### src/rtl/washer_pkg.sv
// Purpose: shared types, mode codes and segment table for the washing-machine sequencer.
// Latency: n/a (types, constants and pure functions only).
// Backpressure: n/a.
package washer_pkg;

    typedef enum logic [2:0] {
        ST_IDLE  = 3'd0,
        ST_FILL  = 3'd1,
        ST_WASH  = 3'd2,
        ST_RINSE = 3'd3,
        ST_DRAIN = 3'd4,
        ST_SPIN  = 3'd5,
        ST_DONE  = 3'd6
    } state_t;

    // FILL and DRAIN are shared by the wash and rinse segments; the phase says which.
    typedef enum logic {
        PH_WASH  = 1'b0,
        PH_RINSE = 1'b1
    } phase_t;

    // Destination of a stage transition.
    typedef struct packed {
        state_t st;
        phase_t ph;
    } hop_t;

    typedef struct packed {
        logic spin;
        logic rinse;
        logic wash;
    } seg_en_t;

    localparam logic [2:0] MODE_FULL       = 3'd0;
    localparam logic [2:0] MODE_WASH       = 3'd1;
    localparam logic [2:0] MODE_WASH_RINSE = 3'd2;
    localparam logic [2:0] MODE_RINSE_SPIN = 3'd3;
    localparam logic [2:0] MODE_RINSE      = 3'd4;
    localparam logic [2:0] MODE_SPIN       = 3'd5;
    localparam logic [2:0] MODE_LAST       = MODE_SPIN;
    localparam logic [1:0] WEIGHT_LAST     = 2'd2;

    localparam int         DRAIN_T_DEF = 2;
    localparam int         BUZZ_T_DEF  = 5;
    localparam logic [7:0] W_OFFSET    = 8'd3;

    function automatic seg_en_t seg_en(input logic [2:0] mode);
        case (mode)
            MODE_FULL:       return '{spin: 1'b1, rinse: 1'b1, wash: 1'b1};
            MODE_WASH:       return '{spin: 1'b0, rinse: 1'b0, wash: 1'b1};
            MODE_WASH_RINSE: return '{spin: 1'b0, rinse: 1'b1, wash: 1'b1};
            MODE_RINSE_SPIN: return '{spin: 1'b1, rinse: 1'b1, wash: 1'b0};
            MODE_RINSE:      return '{spin: 1'b0, rinse: 1'b1, wash: 1'b0};
            MODE_SPIN:       return '{spin: 1'b1, rinse: 1'b0, wash: 1'b0};
            default:         return '{spin: 1'b0, rinse: 1'b0, wash: 1'b0};
        endcase
    endfunction

endpackage

### src/rtl/wash_sequencer_if.sv
// Purpose: panel/actuator bundle between the sequencer (slave) and its driver (master).
// Latency: n/a (wires only).
// Backpressure: none; inputs are single-cycle pulses, outputs are levels.
// Ports: tick/start_pause/mode_next/weight_next in; running, lights, valves, buzzer,
//        mode, weight, stage_time, total_time out.
interface wash_sequencer_if;
    logic       tick;
    logic       start_pause;
    logic       mode_next;
    logic       weight_next;
    logic       running;
    logic       light_xi;
    logic       light_piao;
    logic       light_tuo;
    logic       valve_in;
    logic       valve_out;
    logic       buzzer;
    logic [2:0] mode;
    logic [1:0] weight;
    logic [7:0] stage_time;
    logic [7:0] total_time;

    modport slave (
        input  tick, start_pause, mode_next, weight_next,
        output running, light_xi, light_piao, light_tuo, valve_in, valve_out,
               buzzer, mode, weight, stage_time, total_time
    );

    modport master (
        output tick, start_pause, mode_next, weight_next,
        input  running, light_xi, light_piao, light_tuo, valve_in, valve_out,
               buzzer, mode, weight, stage_time, total_time
    );
endinterface

### src/rtl/stage_timer.sv
// Purpose: 8-bit loadable down-counter with enable, saturating at 0, plus last-tick flag.
// Latency: count updates one cycle after load/dec; o_last is combinational from the count.
// Backpressure: none; load has priority over decrement.
// Ports: clk, rst (async active-low), i_load/i_load_val, i_dec -> o_count, o_last.
module stage_timer (
    input  logic       clk,
    input  logic       rst,
    input  logic       i_load,
    input  logic [7:0] i_load_val,
    input  logic       i_dec,
    output logic [7:0] o_count,
    output logic       o_last
);
    logic [7:0] r_count;

    always_ff @(posedge clk or negedge rst) begin
        if (!rst) begin
            r_count <= 8'd0;
        end else if (i_load) begin
            r_count <= i_load_val;
        end else if (i_dec && (r_count != 8'd0)) begin
            r_count <= r_count - 8'd1;
        end
    end

    assign o_count = r_count;
    assign o_last  = (r_count == 8'd1);
endmodule

### src/rtl/wash_sequencer.sv
// Purpose: washing-machine program sequencer (fill/wash/rinse/drain/spin, pause, buzzer).
// Latency: every output is registered and reflects an input pulse one cycle later.
// Backpressure: none; start_pause beats tick in the same cycle, panel keys only act in IDLE.
// Ports: clk, rst (async active-low), bus (wash_sequencer_if.slave).
module wash_sequencer
    import washer_pkg::*;
#(
    parameter int DRAIN_T = DRAIN_T_DEF,
    parameter int BUZZ_T  = BUZZ_T_DEF
) (
    input  logic             clk,
    input  logic             rst,
    wash_sequencer_if.slave  bus
);
    state_t     r_state, w_state_nxt;
    phase_t     r_phase, w_phase_nxt;
    hop_t       w_hop;
    seg_en_t    w_en;
    logic       r_paused, w_paused_nxt;
    logic [2:0] r_mode, w_mode_nxt;
    logic [1:0] r_weight, w_weight_nxt;
    logic [7:0] r_total, w_total_nxt;
    logic [7:0] w_w, w_load_val, w_stage_time;
    logic       w_load, w_dec, w_last;

    logic r_running, r_light_xi, r_light_piao, r_light_tuo, r_valve_in, r_valve_out, r_buzzer;
    logic w_running_nxt, w_light_xi_nxt, w_light_piao_nxt, w_light_tuo_nxt;
    logic w_valve_in_nxt, w_valve_out_nxt, w_buzzer_nxt, w_active_nxt;

    function automatic logic [7:0] stage_len(input state_t s, input logic [7:0] w);
        case (s)
            ST_FILL:  return w;
            ST_WASH:  return w + w + w;
            ST_RINSE: return w + w;
            ST_DRAIN: return 8'(DRAIN_T);
            ST_SPIN:  return w;
            ST_DONE:  return 8'(BUZZ_T);
            default:  return 8'd0;
        endcase
    endfunction

    function automatic logic [7:0] total_len(input seg_en_t en, input logic [7:0] w);
        logic [7:0] sum;
        sum = 8'd0;
        if (en.wash)  sum = sum + (w << 2) + 8'(DRAIN_T);
        if (en.rinse) sum = sum + w + w + w + 8'(DRAIN_T);
        if (en.spin)  sum = sum + w;
        return sum;
    endfunction

    // First enabled segment in wash -> rinse -> spin order; nothing left means DONE.
    function automatic hop_t first_seg(input seg_en_t en);
        if (en.wash)       return '{st: ST_FILL, ph: PH_WASH};
        else if (en.rinse) return '{st: ST_FILL, ph: PH_RINSE};
        else if (en.spin)  return '{st: ST_SPIN, ph: PH_WASH};
        else               return '{st: ST_DONE, ph: PH_WASH};
    endfunction

    assign w_en = seg_en(r_mode);
    assign w_w  = {6'd0, r_weight} + W_OFFSET;

    stage_timer u_stage_timer (
        .clk        (clk),
        .rst        (rst),
        .i_load     (w_load),
        .i_load_val (w_load_val),
        .i_dec      (w_dec),
        .o_count    (w_stage_time),
        .o_last     (w_last)
    );

    // State register (plus the program registers that move with it).
    always_ff @(posedge clk or negedge rst) begin
        if (!rst) begin
            r_state  <= ST_IDLE;
            r_phase  <= PH_WASH;
            r_paused <= 1'b0;
            r_mode   <= MODE_FULL;
            r_weight <= 2'd0;
            r_total  <= 8'd0;
        end else begin
            r_state  <= w_state_nxt;
            r_phase  <= w_phase_nxt;
            r_paused <= w_paused_nxt;
            r_mode   <= w_mode_nxt;
            r_weight <= w_weight_nxt;
            r_total  <= w_total_nxt;
        end
    end

    // Next-state logic.
    always_comb begin
        w_state_nxt  = r_state;
        w_phase_nxt  = r_phase;
        w_paused_nxt = r_paused;
        w_mode_nxt   = r_mode;
        w_weight_nxt = r_weight;
        w_total_nxt  = r_total;
        w_load       = 1'b0;
        w_load_val   = 8'd0;
        w_dec        = 1'b0;
        w_hop        = '{st: ST_DONE, ph: PH_WASH};
        case (r_state)
            ST_IDLE: begin
                w_paused_nxt = 1'b0;
                if (bus.start_pause) begin
                    w_hop       = first_seg(w_en);
                    w_state_nxt = w_hop.st;
                    w_phase_nxt = w_hop.ph;
                    w_load      = 1'b1;
                    w_load_val  = stage_len(w_hop.st, w_w);
                    w_total_nxt = total_len(w_en, w_w);
                end else begin
                    if (bus.mode_next)
                        w_mode_nxt = (r_mode == MODE_LAST) ? MODE_FULL : r_mode + 3'd1;
                    if (bus.weight_next)
                        w_weight_nxt = (r_weight == WEIGHT_LAST) ? 2'd0 : r_weight + 2'd1;
                end
            end
            ST_DONE: begin
                w_paused_nxt = 1'b0;
                if (bus.start_pause) begin
                    w_state_nxt = ST_IDLE;
                    w_load      = 1'b1;
                end else if (bus.tick) begin
                    // Counting the buzzer down to 0 is what ends it.
                    w_dec = 1'b1;
                    if (w_last) w_state_nxt = ST_IDLE;
                end
            end
            default: begin
                if (bus.start_pause) begin
                    w_paused_nxt = !r_paused;
                end else if (bus.tick && !r_paused) begin
                    w_dec       = 1'b1;
                    w_total_nxt = (r_total != 8'd0) ? r_total - 8'd1 : 8'd0;
                    if (w_last) begin
                        case (r_state)
                            ST_FILL:  w_hop = (r_phase == PH_WASH) ? '{st: ST_WASH,  ph: PH_WASH}
                                                                   : '{st: ST_RINSE, ph: PH_RINSE};
                            ST_WASH:  w_hop = '{st: ST_DRAIN, ph: PH_WASH};
                            ST_RINSE: w_hop = '{st: ST_DRAIN, ph: PH_RINSE};
                            // Mask off the segment just finished and everything before it.
                            ST_DRAIN: w_hop = first_seg((r_phase == PH_WASH) ? seg_en_t'(w_en & 3'b110)
                                                                             : seg_en_t'(w_en & 3'b100));
                            default:  w_hop = '{st: ST_DONE, ph: r_phase};
                        endcase
                        w_state_nxt = w_hop.st;
                        w_phase_nxt = w_hop.ph;
                        w_load      = 1'b1;
                        w_load_val  = stage_len(w_hop.st, w_w);
                    end
                end
            end
        endcase
    end

    // Output decode, taken from next state so the registered outputs line up with it.
    always_comb begin
        w_active_nxt     = (w_state_nxt != ST_IDLE) && (w_state_nxt != ST_DONE);
        w_running_nxt    = w_active_nxt && !w_paused_nxt;
        w_valve_in_nxt   = (w_state_nxt == ST_FILL) && !w_paused_nxt;
        w_valve_out_nxt  = ((w_state_nxt == ST_DRAIN) || (w_state_nxt == ST_SPIN)) && !w_paused_nxt;
        w_light_xi_nxt   = ((w_state_nxt == ST_FILL) || (w_state_nxt == ST_WASH) ||
                            (w_state_nxt == ST_DRAIN)) && (w_phase_nxt == PH_WASH);
        w_light_piao_nxt = ((w_state_nxt == ST_FILL) || (w_state_nxt == ST_RINSE) ||
                            (w_state_nxt == ST_DRAIN)) && (w_phase_nxt == PH_RINSE);
        w_light_tuo_nxt  = (w_state_nxt == ST_SPIN);
        w_buzzer_nxt     = (w_state_nxt == ST_DONE);
    end

    always_ff @(posedge clk or negedge rst) begin
        if (!rst) begin
            r_running    <= 1'b0;
            r_light_xi   <= 1'b0;
            r_light_piao <= 1'b0;
            r_light_tuo  <= 1'b0;
            r_valve_in   <= 1'b0;
            r_valve_out  <= 1'b0;
            r_buzzer     <= 1'b0;
        end else begin
            r_running    <= w_running_nxt;
            r_light_xi   <= w_light_xi_nxt;
            r_light_piao <= w_light_piao_nxt;
            r_light_tuo  <= w_light_tuo_nxt;
            r_valve_in   <= w_valve_in_nxt;
            r_valve_out  <= w_valve_out_nxt;
            r_buzzer     <= w_buzzer_nxt;
        end
    end

    assign bus.running    = r_running;
    assign bus.light_xi   = r_light_xi;
    assign bus.light_piao = r_light_piao;
    assign bus.light_tuo  = r_light_tuo;
    assign bus.valve_in   = r_valve_in;
    assign bus.valve_out  = r_valve_out;
    assign bus.buzzer     = r_buzzer;
    assign bus.mode       = r_mode;
    assign bus.weight     = r_weight;
    assign bus.stage_time = w_stage_time;
    assign bus.total_time = r_total;
endmodule

### src/flat_wrapper.sv
// flat-port wrapper written by rule: the top's interface ports become plain ports
module wash_sequencer_flat import washer_pkg::*;
#(
    parameter int DRAIN_T = DRAIN_T_DEF,
    parameter int BUZZ_T  = BUZZ_T_DEF
)
  (clk, rst, bus_tick, bus_start_pause, bus_mode_next, bus_weight_next, bus_running, bus_light_xi, bus_light_piao, bus_light_tuo, bus_valve_in, bus_valve_out, bus_buzzer, bus_mode, bus_weight, bus_stage_time, bus_total_time);
  wash_sequencer_if bus_i ();
  input  logic clk;
  input  logic rst;
  input wire logic [$bits(bus_i.tick)-1:0] bus_tick;
  input wire logic [$bits(bus_i.start_pause)-1:0] bus_start_pause;
  input wire logic [$bits(bus_i.mode_next)-1:0] bus_mode_next;
  input wire logic [$bits(bus_i.weight_next)-1:0] bus_weight_next;
  output wire logic [$bits(bus_i.running)-1:0] bus_running;
  output wire logic [$bits(bus_i.light_xi)-1:0] bus_light_xi;
  output wire logic [$bits(bus_i.light_piao)-1:0] bus_light_piao;
  output wire logic [$bits(bus_i.light_tuo)-1:0] bus_light_tuo;
  output wire logic [$bits(bus_i.valve_in)-1:0] bus_valve_in;
  output wire logic [$bits(bus_i.valve_out)-1:0] bus_valve_out;
  output wire logic [$bits(bus_i.buzzer)-1:0] bus_buzzer;
  output wire logic [$bits(bus_i.mode)-1:0] bus_mode;
  output wire logic [$bits(bus_i.weight)-1:0] bus_weight;
  output wire logic [$bits(bus_i.stage_time)-1:0] bus_stage_time;
  output wire logic [$bits(bus_i.total_time)-1:0] bus_total_time;
  assign bus_i.tick = bus_tick;
  assign bus_i.start_pause = bus_start_pause;
  assign bus_i.mode_next = bus_mode_next;
  assign bus_i.weight_next = bus_weight_next;
  assign bus_running = bus_i.running;
  assign bus_light_xi = bus_i.light_xi;
  assign bus_light_piao = bus_i.light_piao;
  assign bus_light_tuo = bus_i.light_tuo;
  assign bus_valve_in = bus_i.valve_in;
  assign bus_valve_out = bus_i.valve_out;
  assign bus_buzzer = bus_i.buzzer;
  assign bus_mode = bus_i.mode;
  assign bus_weight = bus_i.weight;
  assign bus_stage_time = bus_i.stage_time;
  assign bus_total_time = bus_i.total_time;
  wash_sequencer #(.DRAIN_T(DRAIN_T), .BUZZ_T(BUZZ_T)) u_core (.clk(clk), .rst(rst), .bus(bus_i));
endmodule
### config.mk
export PLATFORM = sky130hd
export DESIGN_NAME = wash_sequencer_flat
export DESIGN_NICKNAME = d
export VERILOG_FILES = /design/src/rtl/washer_pkg.sv /design/src/rtl/wash_sequencer_if.sv /design/src/rtl/stage_timer.sv /design/src/rtl/wash_sequencer.sv /design/src/flat_wrapper.sv
export SDC_FILE = /design/constraint.sdc
export NUM_CORES = 1
export LEC_CHECK = 0
export ABC_AREA = 1
export BUFFER_PORTS_ARGS = -buffer_cell sky130_fd_sc_hd__buf_2
export CAP_MARGIN = 10
export CELL_PAD_IN_SITES_DETAIL_PLACEMENT = 0
export CELL_PAD_IN_SITES_GLOBAL_PLACEMENT = 1
export CORE_MARGIN = 2
export CORE_UTILIZATION = 42
export CTS_CLUSTER_SIZE = 28
export DETAILED_ROUTE_END_ITERATION = 10
export PLACE_DENSITY = 0.86
export SLEW_MARGIN = 10
export SYNTH_ARGS = -nofsm -noshare
export SYNTH_HDL_FRONTEND = slang
export SYNTH_HIERARCHICAL = 1
export SYNTH_SLANG_ARGS = --single-unit
### constraint.sdc
create_clock -name clk -period 3.5 [get_ports clk]
set_clock_uncertainty 0.05 [all_clocks]
set_input_delay 0.175 -clock clk [delete_from_list [all_inputs] [get_ports clk]]
set_output_delay 0.175 -clock clk [all_outputs]
set_load 0.01 [all_outputs]
==> results.cfg, run 1 <==
[floorplan]
row_count = 30
die_w_um = 86.3
ios = 34
die_area_um2 = 7450
initial_utilization_pct = 42.6
die_h_um = 86.3
core_area_um2 = 6680

[clock_tree]
clock_path_buffers = 2
cts.repair.resized = 0
cts_tree = yes
cts-buffers-inserted = 5
clock-sinks = 33
htreeDepth = 2
root_buffer = clkbuf_8
clkLatencyLatePin_ns = 0.28
postCtsSetupBuffers = 0
clkTransAtPathRegs_ns = 0.07
cts_hold_buf = 1

[critical_path]
cp.arrival_ns = 3.03
max_stage_delay_ns = 0.52
cp_common_cell = inv_1
start_kind = flip-flop
cp_cell_sequence = nand2_1 > nand2_2 > inv_1 > ha_1 > inv_1 > ha_1 > nor2_1 > nor2_1 > inv_1 > fa_1 > o21bai_1 > nand4_1 > nand3_1 > nand2_1
cp_slowest_cell = dfrtp_1
crit_type = reg -> reg
cp.required_ns = 3.63
worstPathMaxFanout = 10
cp-end-kind = flip-flop

[finish]
layout_commonest_cell = nand2_1
drive_gt1_share_pct = 18.5
areaGrowthSynthToFinish_pct = 11.9
fill_cells = 709
final_cell_mix = 108 x nand2_1, 53 x inv_1, 48 x nand3_1
design_area_um2 = 3180
diodes = 0
nets = 471
fin_util_pct = 47.7

[flow_run]
maxCapViolCount = 0

[pwr]
ir_worst_vdd_uv = 295
p_leak_uw = 0.00173
power.total_uw = 3110
power_density_nw_per_um2 = 976

[synthesis]
yosys_most_used_dff = dfrtp_1
yosys_warnings = 6
ys_seq_area_share_pct = 29.0
ys_types = 41
synth_enable_flop_cells = 0
syn_area_um2 = 2850
async_reset_ff_share_pct = 100
synth.avg_cell_area_um2 = 6.99
synth_seq_cells = 33
synth_cells = 407

[detailed_routing]
drt-pass1-iter-count = 4
ant_nets = 0
vias = 2658
drt-total-wl_um = 6530
avgRoutedWirePerCell_um = 12.4
remaining_drc_errors = 0
vias_per_cell = 5.03
drt_iter0_drc = 140

[place]
portBuffers = 33
dpl_cell_area_um2 = 3090
gp_congestion = 0.834
place_hpwl_um = 5070

[global_route]
track_usage_pct = 18.2
grt_max_degree = 34
antenna_found_initial = 0
grt_overflow_total = 0
grt_pass1_wl_um = 11100
grt_pass1_vias = 2448

[sta]
setup_viol = 0
max_freq_mhz = 345
slew_headroom_pct = 48.4
post-route-min-period_ns = 2.90
slew_viol_final = 0
finalCritPeriodShare_pct = 82.8
rsz0062_at_grt = false
worst_slew_pin_slew_ns = 0.774
setup_tns_ns = 0
timing_hold_violations_final = 0

[status]
status = finished clean

[worst_hold_path]
min_path_type = in -> reg
==> area by class of cell <==
class / instances / area, um^2 / share of cell area, %
Clock buffer: 6 / 72.6 / 2.28
Clock inverter: 2 / 10.0 / 0.314
Inverter: 61 / 229 / 7.19
Multi-Input combinational cell: 310 / 1760 / 55.2
Sequential cell: 33 / 826 / 25.9
Tap cell: 80 / 100 / 3.14
Timing Repair Buffer: 36 / 190 / 5.97
==> critical path, delay by kind of cell (launching register included) <==
| family | cells | cell delay [ns] |
|---|---|---|
| adder cells (fa/ha/maj) | 3 | 0.98 |
| AND/OR/NAND/NOR | 7 | 0.85 |
| flip-flops | 1 | 0.52 |
| buffers and inverters | 3 | 0.20 |
| AO/OA/AOI/OAI | 1 | 0.20 |
==> path summary, 6_finish.rpt <==
kind	start	to	slack [ns]	cells past startpoint
min reg2reg	u_core/bus.total_time[7]	u_core/bus.total_time[7]	0.50	2
max reg2reg	u_core/bus.mode[0]	u_core/bus.total_time[4]	0.60	14
min in group asynchronous	rst	u_core/u_stage_timer/o_count[3]	0.46	2
max	u_core/bus.mode[0]	u_core/bus.total_time[4]	0.60	14
min	bus_weight_next	u_core/bus.weight[1]	0.20	3
max in group asynchronous	rst	u_core/r_phase	2.45	2
==> cells in the mapped netlist, types with 2 or more instances <==
library cell / number / area (um^2)
nand2_1: 108 / 405
inv_1: 53 / 199
nand3_1: 48 / 240
nor2_1: 34 / 128
dfrtp_1: 33 / 826
ha_1: 17 / 213
o21ai_0: 16 / 80.1
a21oi_1: 12 / 60.1
nand4_1: 10 / 62.6
inv_2: 7 / 26.3
nand2_2: 6 / 37.5
nand3_2: 6 / 60.1
xor2_1: 5 / 43.8
nor2_2: 4 / 25.0
nor2_4: 4 / 45.0
o21ai_2: 4 / 35.0
nand2_4: 3 / 33.8
o211ai_1: 3 / 22.5
o21bai_1: 3 / 22.5
o221ai_1: 3 / 26.3
o22ai_1: 3 / 18.8
a21oi_4: 2 / 32.5
a31oi_1: 2 / 12.5
buf_4: 2 / 15.0
nand3b_1: 2 / 15.0
xnor2_1: 2 / 17.5
==> cells by family after synthesis <==
logic type	Yosys count	synth area share, %
XOR/XNOR	7	2.15
buffers and inverters	66	9.54
other	1	0.132
AND/OR/NAND/NOR	229	38.4
flip-flops	33	29.0
AO/OA/AOI/OAI	53	12.6
adder cells (fa/ha/maj)	18	8.18
==> flip-flops by register name (all words and copies together) (netlist names), 2 cells and up <==
signal                        count
u_core/r_state                    3
u_core/u_stage_timer/o_count      8
u_core/bus.mode                   3
u_core/bus.total_time             8
u_core/bus.weight                 2
==> power by group <==
group	switching [uW]	total [uW]	internal, uW
registers	172	715	544
logic	1320	2110	792
clock network	147	285	138
total	1630	3110	1470
==> stage by stage <==
step                      hold slack [ns]  setup WS (ns)  std cells
after floorplan                    -0.171          0.702        409
after global placement              0.240          0.714        519
after detailed placement            0.255          0.616        519
after CTS                           0.198          0.583        528
after global routing                0.235          0.299        528
final                               0.203          0.601        528
==> per-layer routing <==
layer / track usage (%) / part of all wire, %
met1: 25.2 / 49
met2: 29.7 / 46
met3: 3.05 / 4.2
met4: 4.69 / 1.3
met5: 0 / 0
(Power assumes the default switching activity.)
==> run 2, diff against run 1 <==
==> constraint.sdc (replaced) <==
create_clock -name clk -period 2.9 [get_ports clk]
set_clock_uncertainty 0.05 [all_clocks]
set_input_delay 0.145 -clock clk [delete_from_list [all_inputs] [get_ports clk]]
set_output_delay 0.145 -clock clk [all_outputs]
set_load 0.01 [all_outputs]
==> run 2 against run 1 <==
Maximum frequency increased by 9.9%. Sequential power increased by 18%. Hold slack got worse by 0.028 ns. Routed wire length increased by 3.7%. Critical path depth decreased by 2. Global-route usage increased by 0.81 points. Critical path type unchanged. Critical endpoint unchanged. Highest routed layer unchanged.
==> results.cfg, run 2 (same netlist as run 1, synthesis figures left out) <==
[flow_run]
maxCapViolCount = 0

[sta]
max_freq_mhz = 379
slew_viol_final = 0
rsz0062_at_grt = false
timing_hold_violations_final = 0
setup_viol = 0
finalCritPeriodShare_pct = 90.9
worst_slew_pin_slew_ns = 0.772
post-route-min-period_ns = 2.64
slew_headroom_pct = 48.5
setup_tns_ns = 0

[status]
status = finished clean

[clock_tree]
root_buffer = clkbuf_8
htreeDepth = 2
cts_tree = yes
postCtsSetupBuffers = 0
clkLatencyLatePin_ns = 0.29
clock_path_buffers = 2
clock-sinks = 33
clkTransAtPathRegs_ns = 0.07
cts-buffers-inserted = 5

[pwr]
swShare_pct = 52.7
power_density_nw_per_um2 = 1190
p_int_uw = 1810
power_switching_uw = 2010
pwr-share-comb_pct = 68.8
ir_worst_vdd_uv = 373
pwr-share-clk_pct = 9.1
p_leak_uw = 0.00174
power_frac_seq_pct = 22.1

[global_route]
grt_pass1_wl_um = 11600
antenna_found_initial = 0
grt_pass1_vias = 2541
track_usage_pct = 19.1
grt_max_degree = 34
grt_overflow_total = 0

[critical_path]
worstReg2RegStart = u_core/bus.weight[1]
ff2ff_path_depth = 12
cp-end-kind = flip-flop
start_kind = flip-flop
cp_cell_sequence = inv_1 > ha_1 > inv_1 > ha_1 > nor2_1 > nor2_1 > inv_1 > fa_1 > o21bai_1 > nand4_1 > nand3_1 > nand2_1
cp.arrival_ns = 2.77
max_stage_delay_ns = 0.43
reg2reg_to = u_core/bus.total_time[4]
crit_type = reg -> reg
cp_common_cell = inv_1
cp.required_ns = 3.03
worstPathMaxFanout = 5
cp_slowest_cell = fa_1
reg2reg_slack_ns = 0.26

[detailed_routing]
drt-pass1-iter-count = 4
avgRoutedWirePerCell_um = 12.7
vias = 2690
drt_iter0_drc = 98
drt-total-wl_um = 6770
vias_per_cell = 5.06
ant_nets = 0
remaining_drc_errors = 0

[finish]
areaGrowthSynthToFinish_pct = 13.0
layout_commonest_cell = nand2_1
drive_gt1_share_pct = 19.5
layout.cells.non_filler = 532
fill_cells = 704
diodes = 0
final_cell_mix = 108 x nand2_1, 53 x inv_1, 48 x nand3_1
nets = 475

[floorplan]
core_area_um2 = 6680
row_count = 30
die_area_um2 = 7450
die_h_um = 86.3
die_w_um = 86.3
ios = 34
initial_utilization_pct = 42.6

[worst_hold_path]
min_path_cells = 3
min_from = bus_weight_next
min_to = u_core/bus.weight[1]
min_path_type = in -> reg

[place]
portBuffers = 33
post-place-cells = 523
place_hpwl_um = 5210
gp_congestion = 0.880
run 2: worst max path at each step:
stage                                to                  from  cells past startpoint
2_1_floorplan  u_core/bus.total_time[4]  u_core/bus.weight[0]                     12
3_3_place_gp   u_core/bus.total_time[4]    u_core/bus.mode[2]                     14
5_1_grt        u_core/bus.total_time[4]  u_core/bus.weight[1]                     12
3_5_place_dp   u_core/bus.total_time[4]    u_core/bus.mode[2]                     14
6_report       u_core/bus.total_time[4]  u_core/bus.weight[1]                     12
4_1_cts        u_core/bus.total_time[4]    u_core/bus.mode[2]                     14
run 2: repair_timing:
item | 4_1_cts | 5_1_grt
endpoints found under the setup margin | 0 | 3
hold endpoints to repair | 33 | 0
resized for setup | 0 | 1
hold buffers | 1 | 0
run 2: final cells by class:
class / instances / area (um^2) / share of cell area [%]
tap: 80 / 100 / 3.11
sequential: 33 / 827 / 25.7
clock inverter: 2 / 10.0 / 0.311
multi-input combinational: 310 / 1760 / 54.6
clock buffer: 6 / 72.6 / 2.26
inverter: 61 / 229 / 7.12
timing repair buffer: 40 / 220 / 6.85
run 2: stage by stage:
step / util, % / setup WS (ns) / cell area (um^2) / hold WS, ns / total power, uW
floorplan: - / 0.102 / 2850 / -0.201 / 2840
global placement: 46.7 / 0.329 / 3120 / 0.213 / 3430
detailed placement: 46.7 / 0.253 / 3120 / 0.232 / 3470
CTS: 48.1 / 0.227 / 3210 / 0.173 / 3840
global route: 48.1 / 0.00402 / 3220 / 0.194 / 4290
finish: 48.1 / 0.263 / 3220 / 0.175 / 3820
run 2: worst max-delay path, delay by kind of cell (launching register included):
kind	cells	cell delay (ns)
DFF	1	0.41
buffers and inverters	3	0.31
and+or+nand+nor	5	0.52
adders and majority gates	3	1.06
AOI/OAI and AO/OA	1	0.19
run 2: metal layers:
| metal | share of wire [%] | GRT usage, % | up-vias |
|---|---|---|---|
| li1 | - | - | 1407 |
| met3 | 3.2 | 2.86 | 6 |
| met1 | 50 | 26.3 | 1228 |
| met4 | 0.59 | 4.12 | 0 |
| met2 | 46 | 31.7 | 49 |
| met5 | 0 | 0 | - |
run 2: power groups by stage:
stage	registers [uW]	logic (uW)	clock network [uW]
final	846	2630	347
after global routing	876	3040	377
after CTS	847	2640	360
after detailed placement	855	2610	0
after global placement	847	2580	0
after floorplan	920	1920	0
==> run 3, diff against run 2 <==
--- a/config.mk
+++ b/config.mk
@@ -6,15 +6,16 @@
 export NUM_CORES = 1
 export LEC_CHECK = 0
 export ABC_AREA = 1
-export BUFFER_PORTS_ARGS = -buffer_cell sky130_fd_sc_hd__buf_2
 export CAP_MARGIN = 10
 export CELL_PAD_IN_SITES_DETAIL_PLACEMENT = 0
 export CELL_PAD_IN_SITES_GLOBAL_PLACEMENT = 1
 export CORE_MARGIN = 2
-export CORE_UTILIZATION = 42
+export CORE_UTILIZATION = 46
 export CTS_CLUSTER_SIZE = 28
 export DETAILED_ROUTE_END_ITERATION = 10
+export DONT_BUFFER_PORTS = 1
 export PLACE_DENSITY = 0.86
+export SKIP_CTS_REPAIR_TIMING = 1
 export SLEW_MARGIN = 10
 export SYNTH_ARGS = -nofsm -noshare
 export SYNTH_HDL_FRONTEND = slang
==> run 3 against run 2 <==
Total power decreased by 1.1%. Highest routed layer unchanged. Non-clock buffer count down 31. Clock power is 30% higher. Sequential power rose by 10%. Core utilization is 4.0 points higher. Via count decreased by 3.8%. Die area is 8.3% lower. Combinational power shrank 8.7%.
==> results.cfg, run 3 (same netlist as run 1, synthesis figures left out) <==
[status]
status = finished clean

[critical_path]
cp-endpoint = u_core/bus.total_time[4]
reg2reg_slack_ns = 0.29
cp.required_ns = 3.03
worstPathMaxFanout = 8
startpoint = u_core/bus.weight[0]
reg2reg_to = u_core/bus.total_time[4]
worstReg2RegStart = u_core/bus.weight[0]
crit_type = reg -> reg
cp-end-kind = flip-flop
start_kind = flip-flop
cp.arrival_ns = 2.74
ff2ff_path_depth = 15

[global_route]
antenna_found_initial = 0
grt_pass1_wl_um = 11000
grt_pass1_vias = 2440
track_usage_pct = 20.6
grt_max_degree = 34
grt_overflow_total = 0

[sta]
worst_slew_pin_slew_ns = 0.667
timing_hold_violations_final = 0
timing.hold.ws_ns = 0.0267
setup_tns_ns = 0
slew_viol_final = 0
max_freq_mhz = 383
finalCritPeriodShare_pct = 89.9
setup_viol = 0
rsz0062_at_grt = false
post-route-min-period_ns = 2.61
slew_headroom_pct = 55.0

[place]
portBuffers = 0
gp_congestion = 0.911
dpl_cell_area_um2 = 2960
place_hpwl_um = 5020

[clock_tree]
clkTransAtPathRegs_ns = 0.08
cts_tree = yes
clock_path_buffers = 2
htreeDepth = 2
clkLatencyLatePin_ns = 0.29
clock-sinks = 33
cts-buffers-inserted = 5
root_buffer = clkbuf_8

[floorplan]
ios = 34
die_h_um = 82.7
die_w_um = 82.7
initial_utilization_pct = 47.8
core_area_um2 = 5960
row_count = 28
die_area_um2 = 6830

[finish]
seq_area_um2 = 826
layout_commonest_cell = nand2_1
diodes = 0
fill_cells = 591
multi_input_area_um2 = 1760
drive_gt1_share_pct = 14.0
nets = 444
fin_util_pct = 52.1
design_area_um2 = 3110
areaGrowthSynthToFinish_pct = 9.10
final_cell_mix = 108 x nand2_1, 52 x inv_1, 48 x nand3_1

[worst_hold_path]
min_path_type = in -> reg

[pwr]
ir_worst_vdd_uv = 529
power_density_nw_per_um2 = 1220
p_leak_uw = 0.00162

[detailed_routing]
drt-total-wl_um = 6410
vias = 2589
drt_iter0_drc = 82
remaining_drc_errors = 0
ant_nets = 0
drt-pass1-iter-count = 4
avgRoutedWirePerCell_um = 12.9
vias_per_cell = 5.22

[flow_run]
maxCapViolCount = 0
[run 3: power by group]
part / leakage, uW / switching [uW] / internal [uW]
clock network: 0.0000543 / 192 / 257
registers: 0.000413 / 277 / 656
logic: 0.00115 / 1510 / 888
[run 3: cell type report]
| cell class | instances | share of cell area, % |
|---|---|---|
| Multi-Input combinational cell | 310 | 56.6 |
| Sequential cell | 33 | 26.6 |
| Inverter | 61 | 7.37 |
| Tap cell | 75 | 3.02 |
| Timing Repair Buffer | 9 | 2.66 |
| Clock buffer | 5 | 2.22 |
| Clock inverter | 3 | 1.49 |
[run 3: per-layer routing]
metal / track usage (%) / vias to the layer above / wire (um)
li1: - / 1346 / -
met1: 28.3 / 1183 / 3120
met2: 33.1 / 49 / 2960
met3: 4.13 / 11 / 243
met4: 5.41 / 0 / 80
met5: 0 / - / 0
[run 3: worst min-delay path by stage]
stage                         start  slack [ns]  cells after the start                  endpoint
finish              bus_start_pause        0.03                      3           u_core/r_paused
global route        bus_start_pause        0.08                      3           u_core/r_paused
CTS                             rst       -0.52                      0        u_core/bus.mode[2]
detailed placement              rst       -0.20                      0  u_core/bus.total_time[5]
global placement                rst       -0.20                      0  u_core/bus.total_time[5]
floorplan                       rst       -0.20                      0         u_core/bus.buzzer
[run 3: critical path, stage by stage, from the launching register on]
cell and delay (ns):
dfrtp_1 0.38, inv_1 0.22, ha_1 0.31, nor2_1 0.15
ha_1 0.25, ha_1 0.35, nand3_1 0.11, nand3_1 0.07
nand2_1 0.08, nand3_1 0.07, nand2_1 0.06, nand2_1 0.07
inv_1 0.08, nand4_1 0.10, nand3_1 0.10, nand2_1 0.05
[run 3: stage by stage]
stage          power (uW)  worst slack [ns]  instances
3_5_place_dp         3320             0.213        486
5_1_grt              4240           0.00224        496
3_3_place_gp         3290             0.253        486
6_report             3780             0.292        496
4_1_cts              3780             0.194        494
2_1_floorplan        2840             0.102        409
